<file path="config.mk">
export PLATFORM = sky130hd
export DESIGN_NAME = hazard_scoreboard
export DESIGN_NICKNAME = d
export VERILOG_FILES = /design/src/rtl/hazard_scoreboard_pkg.sv /design/src/rtl/hazard_scoreboard_sb_entry.sv /design/src/rtl/hazard_scoreboard.sv
export SDC_FILE = /design/constraint.sdc
export NUM_CORES = 1
export LEC_CHECK = 0
export CAP_MARGIN = 10
export CORE_MARGIN = 5
export CORE_UTILIZATION = 35
export DETAILED_ROUTE_END_ITERATION = 16
export PLACE_DENSITY = 0.6
export SLEW_MARGIN = 40
export SYNTH_ARGS = -nofsm -noshare
export SYNTH_HDL_FRONTEND = slang
export SYNTH_SLANG_ARGS = --single-unit
</file>
<file path="constraint.sdc">
create_clock -name clk_i -period 3.2 [get_ports clk_i]
set_clock_uncertainty 0.05 [all_clocks]
set_input_delay 0.64 -clock clk_i [delete_from_list [all_inputs] [get_ports clk_i]]
set_output_delay 0.64 -clock clk_i [all_outputs]
set_load 0.1 [all_outputs]
</file>
<file path="src/rtl/hazard_scoreboard_pkg.sv">
// Shared sizing, types and latency helper for the issue-side hazard scoreboard.
package hazard_scoreboard_pkg;
  localparam int NREG     = 8;
  localparam int ADDR_W   = $clog2(NREG);
  localparam int ALU_LAT  = 1;
  localparam int LOAD_LAT = 2;
  localparam int CNT_W    = 2;

  typedef logic [ADDR_W-1:0] reg_addr_t;

  typedef struct packed {
    logic [CNT_W-1:0] cnt;
    logic [1:0]       rdy;
  } sb_entry_t;

  // rdy holds the number of cycles after the next one in which a consumer must still wait.
  // An ALU result is therefore forwardable to the very next instruction.
  function automatic logic [1:0] lat_to_rdy(input logic is_load);
    return is_load ? 2'(LOAD_LAT - 1) : 2'(ALU_LAT - 1);
  endfunction
endpackage

</file>
<file path="src/rtl/hazard_scoreboard_sb_entry.sv">
// One architectural register's outstanding-write count and forwarding countdown.
module sb_entry
  import hazard_scoreboard_pkg::*;
(
  input  logic      clk_i,
  input  logic      rst_ni,
  input  logic      set,
  input  logic      set_load,
  input  logic      dec,
  input  logic      clear,
  output sb_entry_t entry
);
  sb_entry_t q, d;
  logic      dec_ok;

  assign dec_ok = dec && (q.cnt != '0);

  always_comb begin
    d = q;
    if (q.rdy != '0) d.rdy = q.rdy - 2'd1;
    if (clear) begin
      d = '0;
    end else if (set) begin
      // The youngest write owns the countdown; a matching writeback cancels the increment.
      d.rdy = lat_to_rdy(set_load);
      if (!dec_ok && (q.cnt != '1)) d.cnt = q.cnt + 1'b1;
    end else if (dec_ok) begin
      d.cnt = q.cnt - 1'b1;
      if (q.cnt == CNT_W'(1)) d.rdy = '0;
    end
  end

  always_ff @(posedge clk_i or negedge rst_ni) begin
    if (!rst_ni) q <= '0;
    else         q <= d;
  end

  assign entry = q;
endmodule

</file>
<file path="src/rtl/hazard_scoreboard.sv">
// Issue-side RAW hazard scoreboard: stalls decode on sources whose producer is not yet forwardable.
module hazard_scoreboard
  import hazard_scoreboard_pkg::*;
(
  input  logic              clk_i,
  input  logic              rst_ni,
  input  logic              issue_valid_i,
  input  logic              issue_rd_we_i,
  input  logic              issue_is_load_i,
  input  logic [ADDR_W-1:0] issue_rd_addr_i,
  input  logic [ADDR_W-1:0] issue_rs1_addr_i,
  input  logic [ADDR_W-1:0] issue_rs2_addr_i,
  input  logic              issue_use_rs1_i,
  input  logic              issue_use_rs2_i,
  input  logic              wb_valid_i,
  input  logic [ADDR_W-1:0] wb_rd_addr_i,
  input  logic              flush_i,
  output logic              stall_o,
  output logic              issue_fire_o,
  output logic [NREG-1:0]   pending_o,
  output logic              overflow_o
);
  sb_entry_t entries [NREG];
  logic      h1, h2;
  logic      issue_we, wb_we, overflow_set;

  assign entries[0] = '0;

  assign h1 = issue_use_rs1_i && (issue_rs1_addr_i != '0) &&
              (entries[issue_rs1_addr_i].cnt != '0) && (entries[issue_rs1_addr_i].rdy != '0);
  assign h2 = issue_use_rs2_i && (issue_rs2_addr_i != '0) &&
              (entries[issue_rs2_addr_i].cnt != '0) && (entries[issue_rs2_addr_i].rdy != '0);

  assign stall_o      = issue_valid_i && (h1 || h2) && !flush_i;
  // Nothing issues while reset is held or while the pipeline is being flushed.
  assign issue_fire_o = issue_valid_i && rst_ni && !stall_o && !flush_i;

  assign issue_we = issue_fire_o && issue_rd_we_i && (issue_rd_addr_i != '0);
  assign wb_we    = wb_valid_i && (wb_rd_addr_i != '0) && !flush_i;

  genvar r;
  generate
    for (r = 1; r < NREG; r++) begin : g_entry
      sb_entry u_entry (
        .clk_i    (clk_i),
        .rst_ni   (rst_ni),
        .set      (issue_we && (issue_rd_addr_i == reg_addr_t'(r))),
        .set_load (issue_is_load_i),
        .dec      (wb_we && (wb_rd_addr_i == reg_addr_t'(r))),
        .clear    (flush_i),
        .entry    (entries[r])
      );
      assign pending_o[r] = (entries[r].cnt != '0);
    end
  endgenerate

  assign pending_o[0] = 1'b0;

  assign overflow_set = issue_we && (entries[issue_rd_addr_i].cnt == '1) &&
                        !(wb_we && (wb_rd_addr_i == issue_rd_addr_i));

  always_ff @(posedge clk_i or negedge rst_ni) begin
    if (!rst_ni)           overflow_o <= 1'b0;
    else if (overflow_set) overflow_o <= 1'b1;
  end
endmodule
</file>
# Yosys cells after proc, flatten, opt, wreduce, memory -nomap -nowiden
# Index checks and enable logic that the tools add are counted.
# classes
n_mux	52
n_eq_ne	37
n_bitwise	3
n_addsub	21
reduce_logical	93
order_cmp	3
# ops
op	n
2-to-1 mux 4 bit	27
logical AND 1 bit	46
2-to-1 mux 2 bit	21
binary-select mux 4 bit (select 3 bit)	3
nonzero test 2 bit	18
nonzero test 3 bit	11
subtractor 2 x 1 -> 2 bit, second input constant	14
equality test 3 bit, second input constant	8
inequality test 3 bit, second input constant	7
adder 2 x 1 -> 2 bit, second input constant	7
equality test 2 x 1 -> 1 bit, second input constant	7
inequality test 2 bit, second input constant	7
AND reduction 2 bit	7
equality test 3 x 2 -> 1 bit, second input constant	4
>= comparator 4 bit, second input constant	3
inverter 3 -> 4 bit	3
zero test 1 bit	10
equality test 3 x 1 -> 1 bit, second input constant	2
equality test 3 bit	1
equality test 2 bit, second input constant	1
logical OR 1 bit	1
2-to-1 mux 1 bit	1
# word_totals
inputBits	21
wordCells	224
ff_bits	29
out_inout_bits	11

# Logic depth before layout (Yosys ltp)
# Gate-level depths: netlist of run 1.
# logic_depth
depth_word	18
ltp_mapped	9
depth_no_buf	9

# Cells and area by module
# A second synthesis of run 1 with hierarchy kept.
# hier_totals
cells_unflattened	266
hier_area_um2	2378.5
# modules_own_cells
mod	seq_area_each_um2	cells_per_inst	instances	area_per_inst_um2
sb_entry	100.1	26	7	257.7
hazard_scoreboard	25.0	84	1	574.3

# Least setup slack after synthesis of run 1
# No wires, ideal clock.
# synth_timing
kind	in2out
startpoint	input issue_rs2_addr_i[1]
endpoint	output stall_o
cell_stages	5
n_path_buf	0
required_time_ns	2.510
t_arrival_ns	1.931
path_slack_ns	0.579
path_cell_list	o221ai_1 o2111ai_1 o311ai_2 o22ai_1 and3_1
# synth_between
elab_chain_cells	10
elab_cells_between_ends	13
classes_between	mux (3); bitwise (1); reduce/logical (9)
# synth_lines
item	line	text
start: declaration	hazard_scoreboard.sv:12	input logic [ADDR_W-1:0] issue_rs2_addr_i,
inverter 3 -> 4 bit (implied by the code)	hazard_scoreboard.sv:32	(entries[issue_rs2_addr_i].cnt != '0) && (entries[issue_rs2_addr_i].rdy != '0);
binary-select mux 4 bit (select 3 bit)	hazard_scoreboard.sv:32	
2-to-1 mux 4 bit (implied by the code) (2 in series)	hazard_scoreboard.sv:32	
nonzero test 2 bit	hazard_scoreboard.sv:32	
logical AND 1 bit	hazard_scoreboard.sv:31	assign h2 = issue_use_rs2_i && (issue_rs2_addr_i != '0) &&
logical AND 1 bit *	hazard_scoreboard.sv:32	
logical OR 1 bit *	hazard_scoreboard.sv:34	assign stall_o = issue_valid_i && (h1 || h2) && !flush_i;
logical AND 1 bit * (2 in series)	hazard_scoreboard.sv:34	
end: declaration	hazard_scoreboard.sv:18	output logic stall_o,
# Every way passes the cells marked *; elsewhere a longest branch is shown, timed or not. The select of a mux whose other input is x is not followed.

# Worst setup path in the final report of run 1
# Same ends and word-level chain as after synthesis.

==> results.tsv, run 1 <==
stage	metric	value	unit
synthesis	most frequent cell after synthesis	nand2_1	
route	remaining antenna violation count after routing	0	
worst_hold_path	worst hold start	overflow_o$_DFFE_PN0P_	
sta	fmax	336	MHz
synthesis	Area contributors post-synth	dfrtp_1 30%, ha_1 11%, nand2_1 5.3%	
worst_setup_path	r2r endpoint	g_entry[6].u_entry.entry[2]$_DFFE_PN0P_	
final_layout	final instance area	0.00295	mm^2
synthesis	Simple-Gate Fraction of Synth Area	27.2	%
placement	placed cell area	0.00286	mm^2
outcome	status	complete, no violations	
placement	port bufs	30	
worst_setup_path	arrival time worst endpoint	2.29	ns
worst_setup_path	R2R cell count	8	
power_and_ir_drop	Seq pwr share	37.3	%
clock_network	Resized Gates After CTS	0	
clock_network	H-tree Lvls	2	
synthesis	yosys warns	0	
final_layout	synth-to-layout area growth	22.5	%
sta	Setup TNS Final	0	ns
worst_setup_path	crit path launch	issue_rs2_addr_i[1]	
worst_setup_path	critical-path maximum fanout	5	
synthesis	Post-Synthesis Net Count	322	
global_route	first-pass GRT wire length	10.6	mm
worst_setup_path	worst-path cell chain	clkdlybuf4s50_1 -> o221ai_1 -> o2111ai_1 -> o311ai_2 -> o22ai_1 -> and3_1 -> buf_12	
sta	Hold Fails Final Rpt	0	
synthesis	Yosys reg bits	29	
synthesis	Synth top area share	30.2	%
synthesis	largest family of logic cells by synthesized area	simple AND/OR/NAND/NOR gates	
clock_network	Clk pin slew, worst setup/hold paths	0.06	ns
global_route	vias in the first global route	2122	
sta	worst setup margin	0.221	ns
floorplan	die area	0.00863	mm^2
power_and_ir_drop	Worst IR Drop VDD	0.164	mV
route	DR WL/cell	15.8	um
synthesis	post-synthesis mux area share	4.58	%
placement	post-DP HPWL	4.89	mm
clock_network	deepest clock path buffer count	2	
synthesis	xor-xnor portion of the synthesized cell area	0.728	%
power_and_ir_drop	Power Internal	0.000676	W
worst_setup_path	CP Capture Point	stall_o	
final_layout	share of cells above drive strength 1	14.6	%
worst_setup_path	Worst Setup End Kind	primary output	
worst_setup_path	Worst EP required	2.51	ns
sta	Setup violations, final	0	
power_and_ir_drop	clock power share	27.8	%
worst_setup_path	r2r startpoint	g_entry[1].u_entry.entry[3]$_DFFE_PN0P_	
synthesis	post-synth cell types	60	
clock_network	Clock Latency Late Sink	0.28	ns
clock_network	clock root buffer master	clkbuf_8	
final_layout	fillcell total	674	
clock_network	clk sinks	29	
worst_hold_path	Hold Crit Depth	1	
clock_network	CTS hold repair buffers	0	
clock_network	TritonCTS clock tree	yes	
sta	Fin Hold WS	0.432	ns
global_route	largest net degree at the start of global routing	30	
sta	Final min period	2.98	ns
route	Starting DRT DRC Count	105	
synthesis	fraction of the mapped netlist area in adder cells	10.9	%
synthesis	sequential share of the synthesized area	30.2	%
global_route	grt ovf	0	
route	vias per inst	5.46	
synthesis	Post-synth ARST share	100	%
floorplan	num rows	30	
power_and_ir_drop	sw frac	39.3	%
synthesis	top_reg_cell synth	dfrtp_1	
worst_setup_path	slowest stage delay, CP	0.59	ns
sta	RSZ-0062 raised after global routing	false	
power_and_ir_drop	leak pwr	1.22	nW
placement	Place WS	0.171	ns
route	final routed DRC violation total	0	
floorplan	Initial Utilization	35.6	%
synthesis	Post-Syn Instances	280	
floorplan	Die Wd	92.9	um
final_layout	Finished Core Util	43.6	%
final_layout	final net count	363	
clock_network	CTS Buf Count	5	
worst_hold_path	hold crit path type	flip-flop to flip-flop	
route	drt pass-1 iters	4	
power_and_ir_drop	Combinational Power Share	34.9	%
global_route	antenna violations before repair	0	
global_route	GRT Overall Usage	15.5	%
sta	fin crit share	93.1	%
worst_setup_path	Worst Setup Start Kind	input port	
job	Max-Cap Viols	0	
clock_network	post-CTS setup buffer count	0	
sta	count of pins over their slew limit	0	
synthesis	mean cell area of the mapped netlist	8.59	um^2
synthesis	synth cell count leaders	34 x nand2_1, 29 x dfrtp_1, 25 x inv_1, 21 x ha_1, 13 x nor2_1	
floorplan	IO Count	32	
synthesis	Synth Area in Compound Gates	20.0	%
worst_setup_path	CP Depth	7	
floorplan	Core Area	0.00676	mm^2
worst_setup_path	CP bufs+invs	2	
worst_setup_path	critical path class	input port to primary output	
synthesis	Post-Syn Area	0.00241	mm^2
power_and_ir_drop	Net Switching	0.000438	W
worst_setup_path	slowest library cell on the worst path	clkdlybuf4s50_1	
worst_setup_path	reg-to-reg slack, setup	0.65	ns
floorplan	Die H	92.9	um
final_layout	ant diodes	0	
route	vias post-DR	2190	
synthesis	post-synth top area cell	dfrtp_1	
placement	RD Place Congestion	0.823	
power_and_ir_drop	pwr/cell area	378	mW/mm^2
worst_setup_path	Crit path max-delay family	buffers and inverters	
synthesis	number of flops mapped to enable cells by yosys	0	
route	WL final	6.34	mm
worst min-delay path by stage:
stage | to | slack, ns
floorplan | g_entry[1].u_entry.entry[0]$_DFF_PN0_ | 0.29
global placement | overflow_o$_DFFE_PN0P_ | 0.41
detailed placement | overflow_o$_DFFE_PN0P_ | 0.42
CTS | overflow_o$_DFFE_PN0P_ | 0.44
global route | overflow_o$_DFFE_PN0P_ | 0.46
finish | overflow_o$_DFFE_PN0P_ | 0.43
stage by stage:
| step | cells | power, W |
|---|---|---|
| after CTS | 401 | 0.00113 |
| after floorplan | 280 | 0.000691 |
| after detailed placement | 394 | 0.000812 |
| final | 401 | 0.00111 |
| after global placement | 394 | 0.000806 |
| after global routing | 401 | 0.00117 |
cells by family (layout without fill, tap and decap cells):
family          Yosys count  count (layout)
simple gates            117             117
compound gates           62              62
buf+inv                  37              78
flops                    29              29
fa+ha+maj                21              21
mux                      11              11
xor+xnor                  2               2
other cells               1               1
area by class of cell:
cell class / count / area (um^2) / share of cell area (%)
clock buffer: 7 / 86.3 / 2.93
multi-input combinational: 214 / 1530 / 51.9
timing repair buffer: 44 / 405 / 13.8
sequential: 29 / 726 / 24.6
inverter: 27 / 101 / 3.44
tap: 80 / 100 / 3.40
power groups by stage:
| stage | clock [W] | combinational (W) | sequential, W |
|---|---|---|---|
| finish | 0.000310 | 0.000388 | 0.000415 |
| global route | 0.000334 | 0.000417 | 0.000419 |
| CTS | 0.000324 | 0.000392 | 0.000414 |
| detailed placement | 0 | 0.000390 | 0.000421 |
| global placement | 0 | 0.000385 | 0.000421 |
| floorplan | 0 | 0.000261 | 0.000429 |
state kept, by name, summed over array words and instances (netlist names):
name / count
g_entry.u_entry.entry: 28
overflow_o: 1
cells in the final DEF, fill, tap and decap left out, drive strengths merged, types with 10 or more instances in the layout:
| cell | netlist | routed |
|---|---|---|
| or3 | 10 | 10 |
| buf | 4 | 24 |
| dfrtp | 29 | 29 |
| nor3 | 15 | 15 |
| nor2 | 13 | 13 |
| nand3 | 11 | 11 |
| clkdlybuf4s50 | 0 | 20 |
| a21oi | 12 | 12 |
| nand2 | 34 | 34 |
| mux2i | 11 | 11 |
| inv | 26 | 26 |
| ha | 21 | 21 |
| o21ai | 10 | 10 |
per-layer routing:
metal	GRT usage [%]	up-vias	wire, um
met4	3.66	0	60
met1	20.3	1025	2910
met5	0	-	0
li1	-	1102	-
met2	26.4	58	3080
met3	2.76	5	301
Note: power is estimated with default switching activity, not from simulation.
==> run 2, diff against run 1 <==
--- a/config.mk
+++ b/config.mk
@@ -8,6 +8,7 @@
 export CAP_MARGIN = 10
 export CORE_MARGIN = 5
 export CORE_UTILIZATION = 35
+export CTS_BUF_LIST = sky130_fd_sc_hd__clkbuf_2 sky130_fd_sc_hd__clkbuf_4 sky130_fd_sc_hd__clkbuf_8
 export DETAILED_ROUTE_END_ITERATION = 16
 export PLACE_DENSITY = 0.6
 export SLEW_MARGIN = 40
==> run 2 against run 1 <==
- combinational power about the same
- count of clock-buffer cells in the layout unchanged
- hold slack is essentially flat
- first-iteration DRC count shrank 0.95%
- worst setup slack got worse by 0.0046 ns
- design area increased by 0.13%
- die area unchanged
- flip-flop and latch count is the same
- clock power grew 3%
- non-clock buffer count stayed put
- highest routed layer unchanged
==> results.tsv, run 2 (synthesis gave the netlist of run 1 again) <==
stage	metric	value	unit
worst_setup_path	CP Depth	7	
global_route	GRT Overall Usage	15.5	%
global_route	grt ovf	0	
sta	Fin Hold WS	0.432	ns
floorplan	Core Area	0.00676	mm^2
worst_setup_path	worst-path cell chain	clkdlybuf4s50_1 -> o221ai_1 -> o2111ai_1 -> o311ai_2 -> o22ai_1 -> and3_1 -> buf_12	
clock_network	H-tree Lvls	2	
power_and_ir_drop	total power	0.00112	W
worst_setup_path	slowest stage delay, CP	0.59	ns
global_route	met3 GRT Util	2.76	%
worst_setup_path	Worst EP required	2.51	ns
final_layout	leading cell type in the layout, fill and taps excluded	nand2_1	
clock_network	Clock Latency Late Sink	0.28	ns
sta	count of pins over their slew limit	0	
global_route	GR Util met1	20.3	%
global_route	antenna violations before repair	0	
global_route	routing usage on met2	26.4	%
route	vias post-DR	2194	
final_layout	fillcell total	672	
sta	fmax	335	MHz
worst_setup_path	R2R cell count	8	
clock_network	clock root buffer master	clkbuf_8	
worst_setup_path	Crit path max-delay family	buffers and inverters	
clock_network	Resized Gates After CTS	0	
placement	post-DP HPWL	4.89	mm
sta	fin crit share	93.2	%
sta	Final min period	2.98	ns
worst_setup_path	critical-path maximum fanout	5	
clock_network	post-CTS setup buffer count	0	
floorplan	Initial Utilization	35.6	%
worst_hold_path	Hold Crit Depth	1	
global_route	GR peak layer	met2	
worst_setup_path	critical path class	input port to primary output	
power_and_ir_drop	leak pwr	1.23	nW
sta	Hold Fails Final Rpt	0	
global_route	largest net degree at the start of global routing	30	
floorplan	Die H	92.9	um
worst_setup_path	CP bufs+invs	2	
worst_setup_path	Worst Setup End Kind	primary output	
global_route	vias in the first global route	2122	
clock_network	Clk pin slew, worst setup/hold paths	0.06	ns
global_route	first-pass GRT wire length	10.6	mm
clock_network	TritonCTS clock tree	yes	
placement	port bufs	30	
final_layout	ant diodes	0	
final_layout	synth-to-layout area growth	22.7	%
final_layout	share of cells above drive strength 1	15.0	%
worst_setup_path	reg-to-reg slack, setup	0.65	ns
clock_network	CTS hold repair buffers	0	
floorplan	IO Count	32	
worst_setup_path	slowest library cell on the worst path	clkdlybuf4s50_1	
sta	RSZ-0062 raised after global routing	false	
sta	Setup TNS Final	0	ns
route	vias per inst	5.47	
route	Starting DRT DRC Count	104	
clock_network	CTS Buf Count	5	
job	Max-Cap Viols	0	
route	drt pass-1 iters	4	
route	final routed DRC violation total	0	
final_layout	max reg flops	28	
route	remaining antenna violation count after routing	0	
floorplan	die area	0.00863	mm^2
route	DR WL/cell	15.9	um
worst_setup_path	arrival time worst endpoint	2.29	ns
floorplan	Die Wd	92.9	um
final_layout	Finished Core Util	43.7	%
floorplan	num rows	30	
clock_network	clk sinks	29	
sta	Setup violations, final	0	
worst_hold_path	hold crit path type	flip-flop to flip-flop	
outcome	status	complete, no violations	
final_layout	final net count	363	
worst_setup_path	Worst Setup Start Kind	input port	
final_layout	most frequent cells in the layout	34 x nand2_1, 29 x dfrtp_1, 25 x inv_1, 22 x buf_4, 21 x ha_1	
placement	RD Place Congestion	0.823	
power_and_ir_drop	pwr/cell area	381	mW/mm^2
clock_network	deepest clock path buffer count	2	
power_and_ir_drop	Worst IR Drop VDD	0.164	mV
route	WL final	6.36	mm
## run 2: cell counts in the layout (fill, tap and decap cells not counted)
No cell type changed its count.
## run 2: report_power, final
| group | total [W] | leakage [nW] | switching, W | internal [W] |
|---|---|---|---|---|
| sequential | 0.000415 | 0.403 | 0.0000309 | 0.000384 |
| combinational | 0.000389 | 0.776 | 0.000268 | 0.000121 |
| clock | 0.000319 | 0.0477 | 0.000140 | 0.000179 |
| total | 0.00112 | 1.23 | 0.000439 | 0.000684 |
## run 2: final timing paths
path                                                          from                                 endpoint
max                                            issue_rs2_addr_i[1]                                  stall_o
min                                         overflow_o$_DFFE_PN0P_                   overflow_o$_DFFE_PN0P_
max reg2reg                g_entry[1].u_entry.entry[3]$_DFFE_PN0P_  g_entry[6].u_entry.entry[2]$_DFFE_PN0P_
min reg2reg                                 overflow_o$_DFFE_PN0P_                   overflow_o$_DFFE_PN0P_
max in group asynchronous                                   rst_ni  g_entry[7].u_entry.entry[3]$_DFFE_PN0P_
min in group asynchronous                                   rst_ni  g_entry[2].u_entry.entry[2]$_DFFE_PN0P_
## run 2: per-stage QoR
stage	cells	instance area (um^2)	worst slack [ns]
2_1_floorplan	280	2410	0.579
3_3_place_gp	394	2860	0.207
3_5_place_dp	394	2860	0.171
4_1_cts	401	2950	0.199
5_1_grt	401	2950	0.0535
6_report	401	2950	0.216
## run 2: cell type report
cell class                      count  area, um^2  share of cell area [%]
Multi-Input combinational cell    214        1530                    51.8
Sequential cell                    29         726                    24.6
Timing Repair Buffer               44         405                    13.7
Inverter                           27         101                    3.43
Tap cell                           80         100                    3.39
Clock buffer                        7        90.1                    3.05
## run 2: per-layer routing
layer,wire length (um),vias up,part of all wire (%)
met5,0,-,0
met2,3100,48,49
li1,-,1101,-
met4,60,0,0.94
met1,2930,1040,46
met3,262,5,4.1
